**config.mk**
```make
export PLATFORM = sky130hd
export DESIGN_NAME = sys_arr_cell_dbuf
export DESIGN_NICKNAME = d
export VERILOG_FILES = /design/src/rtl/proc_pipe_pckg.sv /design/src/rtl/del_chain.sv /design/src/rtl/sys_arr_cell_dbuf.sv
export SDC_FILE = /design/constraint.sdc
export NUM_CORES = 1
export LEC_CHECK = 0
export ABC_CLOCK_PERIOD_IN_PS = 5500
export BUFFER_PORTS_ARGS = -buffer_cell sky130_fd_sc_hd__buf_2
export CAP_MARGIN = 20
export CORE_ASPECT_RATIO = 1.75
export CORE_MARGIN = 8
export CORE_UTILIZATION = 40
export CTS_CLUSTER_SIZE = 25
export DETAILED_ROUTE_END_ITERATION = 6
export REMOVE_ABC_BUFFERS = 1
export SLEW_MARGIN = 0
export SYNTH_ARGS = -nofsm -noshare
export SYNTH_HDL_FRONTEND = slang
export SYNTH_SLANG_ARGS = --single-unit
```
**constraint.sdc**
```tcl
create_clock -name clk -period 5.5 [get_ports clk]
set_input_delay 1.1 -clock clk [delete_from_list [all_inputs] [get_ports clk]]
set_output_delay 1.1 -clock clk [all_outputs]
set_load 0.005 [all_outputs]
```
**src/rtl/proc_pipe_pckg.sv**
```systemverilog
// Shared definitions for the systolic-array processing pipeline: beat type encoding,
// an all-zero beat constant and the type legality check.
package proc_pipe_pckg;

    typedef enum logic [1:0] {
        TYPE_DATA        = 2'd0,
        TYPE_STAT_WEIGHT = 2'd1
    } data_type_e;

    // Wide enough for any beat or product payload; users slice the width they need.
    localparam int MAX_BEAT_WDT = 132;
    localparam logic [MAX_BEAT_WDT-1:0] ZERO_BEAT = '0;

    function automatic logic type_legal(input logic [1:0] t);
        return (t == TYPE_DATA) || (t == TYPE_STAT_WEIGHT);
    endfunction

endpackage

```
**src/rtl/del_chain.sv**
```systemverilog
// Enable-gated delay line of LAT register stages; LAT=0 degenerates to a wire.
module del_chain #(
    parameter int WDT = 8,
    parameter int LAT = 1
) (
    input  logic           clk,
    input  logic           rst_n,
    input  logic           en,
    input  logic [WDT-1:0] d_i,
    output logic [WDT-1:0] q_o
);

    generate
        if (LAT == 0) begin : g_pass
            logic unused_ctrl;
            assign unused_ctrl = ^{clk, rst_n, en};
            assign q_o = d_i;
        end else begin : g_pipe
            logic [WDT-1:0] stage_q [LAT];

            always_ff @(posedge clk or negedge rst_n) begin
                if (!rst_n) begin
                    for (int i = 0; i < LAT; i++) stage_q[i] <= '0;
                end else if (en) begin
                    stage_q[0] <= d_i;
                    for (int i = 1; i < LAT; i++) stage_q[i] <= stage_q[i-1];
                end
            end

            assign q_o = stage_q[LAT-1];
        end
    endgenerate

endmodule

```
**src/rtl/sys_arr_cell_dbuf.sv**
```systemverilog
// Systolic-array cell with double-buffered stationary weight: a shadow weight loads
// during the current tile and swaps into the active slot after the tile's last beat.
module sys_arr_cell_dbuf
    import proc_pipe_pckg::*;
#(
    parameter int DATA_WDT = 8,
    parameter int CNT_MAX  = 0,
    parameter int CNT_WDT  = 4,
    parameter int FORW_LAT = 1,
    parameter int MULT_LAT = 2,
    parameter bit SIGNED   = 1'b1
) (
    input  logic                  clk,
    input  logic                  rst_n,
    input  logic                  clk_en,
    input  logic [DATA_WDT-1:0]   l_data,
    input  logic                  l_val,
    input  logic [1:0]            l_type,
    input  logic                  l_last,
    output logic [DATA_WDT-1:0]   r_data,
    output logic                  r_val,
    output logic [1:0]            r_type,
    output logic                  r_last,
    output logic [2*DATA_WDT-1:0] prod,
    output logic                  prod_val,
    output logic                  shadow_full,
    output logic                  err_ovf,
    output logic                  err_type
);

    localparam int FW = DATA_WDT + 4;
    localparam int PW = 2 * DATA_WDT + 1;
    localparam logic [CNT_WDT-1:0] CNT_LAST = CNT_WDT'(CNT_MAX);

    logic [DATA_WDT-1:0] act_q, act_d, sh_q, sh_d;
    logic                act_val_q, act_val_d, sh_val_q, sh_val_d;
    logic [CNT_WDT-1:0]  cnt_q, cnt_d;
    logic                err_ovf_q, err_ovf_d, err_type_q, err_type_d;
    logic [PW-1:0]       mul_q, mul_d;
    logic                is_data, is_wgt, is_cap;
    logic [FW-1:0]       fwd_beat, fwd_out;
    logic [PW-1:0]       prod_out;

    logic signed [2*DATA_WDT-1:0] prod_s;
    logic        [2*DATA_WDT-1:0] prod_u, prod_sel;

    // Signed product is kept in its own signal so the ternary below cannot
    // strip the signedness from the multiply operands.
    assign prod_s   = $signed(act_q) * $signed(l_data);
    assign prod_u   = {{DATA_WDT{1'b0}}, act_q} * {{DATA_WDT{1'b0}}, l_data};
    assign prod_sel = SIGNED ? $unsigned(prod_s) : prod_u;

    always_comb begin
        is_data    = l_val && (l_type == TYPE_DATA);
        is_wgt     = l_val && (l_type == TYPE_STAT_WEIGHT);
        is_cap     = is_wgt && (cnt_q == CNT_LAST);
        act_d      = act_q;
        act_val_d  = act_val_q;
        sh_d       = sh_q;
        sh_val_d   = sh_val_q;
        cnt_d      = cnt_q;
        err_ovf_d  = err_ovf_q;
        err_type_d = err_type_q;
        fwd_beat   = ZERO_BEAT[FW-1:0];
        mul_d      = ZERO_BEAT[PW-1:0];

        if (is_data) begin
            fwd_beat = {1'b1, l_type, l_last, l_data};
            mul_d    = {1'b1, act_val_q ? prod_sel : {2*DATA_WDT{1'b0}}};
            // The last beat still multiplies against the old weight; swap takes effect after it.
            if (l_last) begin
                act_d     = sh_q;
                act_val_d = sh_val_q;
                sh_val_d  = 1'b0;
            end
        end

        if (is_wgt) begin
            if (is_cap) begin
                sh_d     = l_data;
                sh_val_d = 1'b1;
                cnt_d    = '0;
                if (sh_val_q) err_ovf_d = 1'b1;
            end else begin
                cnt_d    = cnt_q + 1'b1;
                fwd_beat = {1'b1, l_type, l_last, l_data};
            end
        end

        if (l_val && !type_legal(l_type)) err_type_d = 1'b1;
    end

    always_ff @(posedge clk or negedge rst_n) begin
        if (!rst_n) begin
            act_q      <= '0;
            act_val_q  <= 1'b0;
            sh_q       <= '0;
            sh_val_q   <= 1'b0;
            cnt_q      <= '0;
            err_ovf_q  <= 1'b0;
            err_type_q <= 1'b0;
            mul_q      <= '0;
        end else if (clk_en) begin
            act_q      <= act_d;
            act_val_q  <= act_val_d;
            sh_q       <= sh_d;
            sh_val_q   <= sh_val_d;
            cnt_q      <= cnt_d;
            err_ovf_q  <= err_ovf_d;
            err_type_q <= err_type_d;
            mul_q      <= mul_d;
        end
    end

    del_chain #(.WDT(FW), .LAT(FORW_LAT)) u_fwd_pipe (
        .clk   (clk),
        .rst_n (rst_n),
        .en    (clk_en),
        .d_i   (fwd_beat),
        .q_o   (fwd_out)
    );

    del_chain #(.WDT(PW), .LAT(MULT_LAT - 1)) u_prod_pipe (
        .clk   (clk),
        .rst_n (rst_n),
        .en    (clk_en),
        .d_i   (mul_q),
        .q_o   (prod_out)
    );

    assign {r_val, r_type, r_last, r_data} = fwd_out;
    assign {prod_val, prod}                = prod_out;
    assign shadow_full                     = sh_val_q;
    assign err_ovf                         = err_ovf_q;
    assign err_type                        = err_type_q;

endmodule
```
==> flow_summary_export.csv <==
group,metric,value,unit
run_status,status,"finished clean",
place,finalWeightedCongestion,0.816,
route,via_count,3422,
route,wl,10.5,mm
place,io_buffers,46,
floorplan,std_cell_rows,55,
final_layout,layout.nets,611,
route,drc,0,
timing,setup_ws,0.490,ns
global_route,grt_max_degree,71,
timing,worst-slew-pin-transition,0.896,ns
setup_path,arrival,5.28,ns
final_layout,drive_above_1_share,0.214,
cts,cts_max_level,3,
timing,slew_headroom,0.402,
job,cap_violations,0,
setup_path,cp_slowest_cell,"fa_1",
yosys,muxShareOfSynthArea,0.0782,
floorplan,ios,47,
yosys,avgSynthCellArea,11.3,um^2
cts,clkLatencyLatePin,0.34,ns
route,ant_nets,0,
cts,clk_pin_slew,0.07,ns
setup_path,startpoint_type,"primary input",
timing,rsz0062_at_grt,"no",
route,first_pass_iters,4,
route,top_layer_used,"met4",
setup_path,critical_path_class,"in2reg",
place,pre_cts_ws,0.127,ns
global_route,grt.overflow.total,0,
setup_path,slowest_delay,0.53,ns
yosys,synth_top_family_by_area,"adder cells",
yosys,syn-instance-count,459,
floorplan,dieArea,16900,um^2
setup_path,path_max_fanout,10,
cts,clockBufferDepth,2,
final_layout,layout_common_cells,"inv_1 (90), dfrtp_1 (70), fa_1 (55)",
yosys,synth_area,5160,um^2
floorplan,floorplan.initialDensity,0.404,
place,place_hpwl,8.33,mm
yosys,synth-seq-area-share,0.339,
yosys,synth_compound_area_frac,0.0921,
yosys,async_reset_ff_frac,1.00,
final_layout,diodes,0,
cts,cts-resized-gates,0,
setup_path,crit_buf_inv,5,
yosys,yosys.area_share.adder,0.288,
route,wl_met2,5.98,mm
cts,cts-root-buf,"clkbuf_16",
power_and_ir_drop,ir_worst_vdd,0.333,mV
yosys,yosys.area_share.simple,0.106,
yosys,yosys.area_share.xor_xnor,0.0220,
global_route,grt_pass1_wl,18.2,mm
route,wl_met1,4.08,mm
yosys,ys_ff_latch,70,
power_and_ir_drop,p_leak,0.00309,uW
timing,final.setup_skew,0.0115,ns
floorplan,die_x,102,um
floorplan,die_height,166,um
cts,cts_hold_buf,0,
timing,hold_violations,0,
setup_path,critPathRequiredTime,5.77,ns
setup_path,crit_chain,"buf_2, and2_1, fa_1, inv_1, fa_1, inv_1, fa_1, inv_1, fa_1, inv_1, ha_1, and3_1, a221oi_2, nor2b_1, or4_1, nand3_1",
timing,period_needed,5.01,ns
cts,cts_tree,"built",
setup_path,path_delay_family,"adder cells",
timing,setup_violations,0,
route,viasPerCell,4.99,
timing,slew_viol_final,0,
floorplan,core,12800,um^2
route,met3_length,267,um
power_and_ir_drop,finalPower,2780,uW
cts,cts_sinks,70,
final_layout,layout_commonest_cell,"inv_1",
timing,fin_tns_setup,0,ns
power_and_ir_drop,power_density,473,nW/um^2
global_route,grt_pass1_vias,3728,
final_layout,area_delta_synth_final,13.9,%
yosys,ys_warn_count,0,
hold_path,hp-class,"reg2reg",
route,wl_per_cell,15.3,um
timing,fin_crit_sh,0.911,
cts,numCtsBuffers,9,
setup_path,end_kind,"flip-flop",
timing,max_freq,200,MHz
cts,post-cts-setup-buffers,0,
global_route,track_usage,0.137,
yosys,synthFlopType,"dfrtp_1",
global_route,antenna_found_initial,0,
yosys,yosysUniqueCellTypes,46,
yosys,synth_edf_count,0,
route,drt_iter0_markers,156,
[per-stage QoR]
stage	util	cells	hold WS (ns)	instance area, um^2
2_1_floorplan	-	449	0.446	5120
3_3_place_gp	0.437	670	0.448	5600
3_5_place_dp	0.437	670	0.449	5600
4_1_cts	0.460	686	0.463	5880
5_1_grt	0.460	686	0.494	5880
6_report	0.460	686	0.462	5880
[synthesized netlist by cell type (all sizes together), types with 3 or more instances]
library cell / instances / area, um^2
and2: 43 / 269
a31o: 3 / 26.3
fa: 55 / 1100
a32o: 5 / 50.1
mux2: 35 / 394
o211ai: 3 / 27.5
a211oi: 3 / 27.5
a21oi: 5 / 25.0
clkbuf: 6 / 22.5
nor3: 4 / 20.0
a21o: 7 / 52.6
nand2b: 3 / 18.8
nor3b: 4 / 35.0
ha: 31 / 388
buf: 4 / 20.0
a22o: 18 / 158
dfrtp: 70 / 1750
o21ai: 8 / 40.0
xnor2: 11 / 96.3
nand2: 21 / 81.3
inv: 90 / 338
nand3: 3 / 15.0
nor2b: 8 / 50.1
[area by class of cell]
class,count,area [um^2]
Fill cell,1248,6920
Multi-Input combinational cell,288,3030
Sequential cell,70,1750
Inverter,91,342
Timing Repair Buffer,50,260
Clock buffer,9,225
Tap cell,171,214
Clock inverter,7,61.3
[path summary, 6_finish.rpt]
path                                 from                   to  slack [ns]  cells after the start
max in group asynchronous           rst_n             act_q[4]        3.94                      2
worst max register to register   act_q[3]            mul_q[12]        0.90                     15
worst min register to register   err_type             err_type        0.46                      1
worst min-delay path             err_type             err_type        0.46                      1
min in group asynchronous           rst_n  u_prod_pipe.q_o[15]        0.94                      2
worst max-delay path            l_data[4]            mul_q[12]        0.49                     16
[where the power goes]
part,switching (uW),internal (uW)
sequential,77.0,590
clock,246,314
combinational,888,667
[routing by layer]
layer  vias to the layer above  global-route usage
met4                         0              0.0501
met5                         -                   0
met2                        39               0.250
met1                      1789               0.151
met3                         8              0.0235
li1                       1586                   -
[cell families (layout without fill, tap and decap cells)]
kind of cell	Yosys count	in the layout
and+or+nand+nor	94	94
DFF	70	70
buffers and inverters	101	157
adders and majority gates	86	86
xor gates and xnor gates	13	13
muxes	36	36
AOI/OAI and AO/OA	59	59
[registers in the layout (all words and copies together) (netlist names)]
| signal | cells |
|---|---|
| u_prod_pipe.q_o | 17 |
| act_q | 8 |
| cnt_q | 4 |
| sh_q | 8 |
| shadow_full | 1 |
| mul_q | 17 |
| act_val_q | 1 |
| u_fwd_pipe.q_o | 12 |
| err_ovf | 1 |
| err_type | 1 |
(Power assumes the default switching activity.)
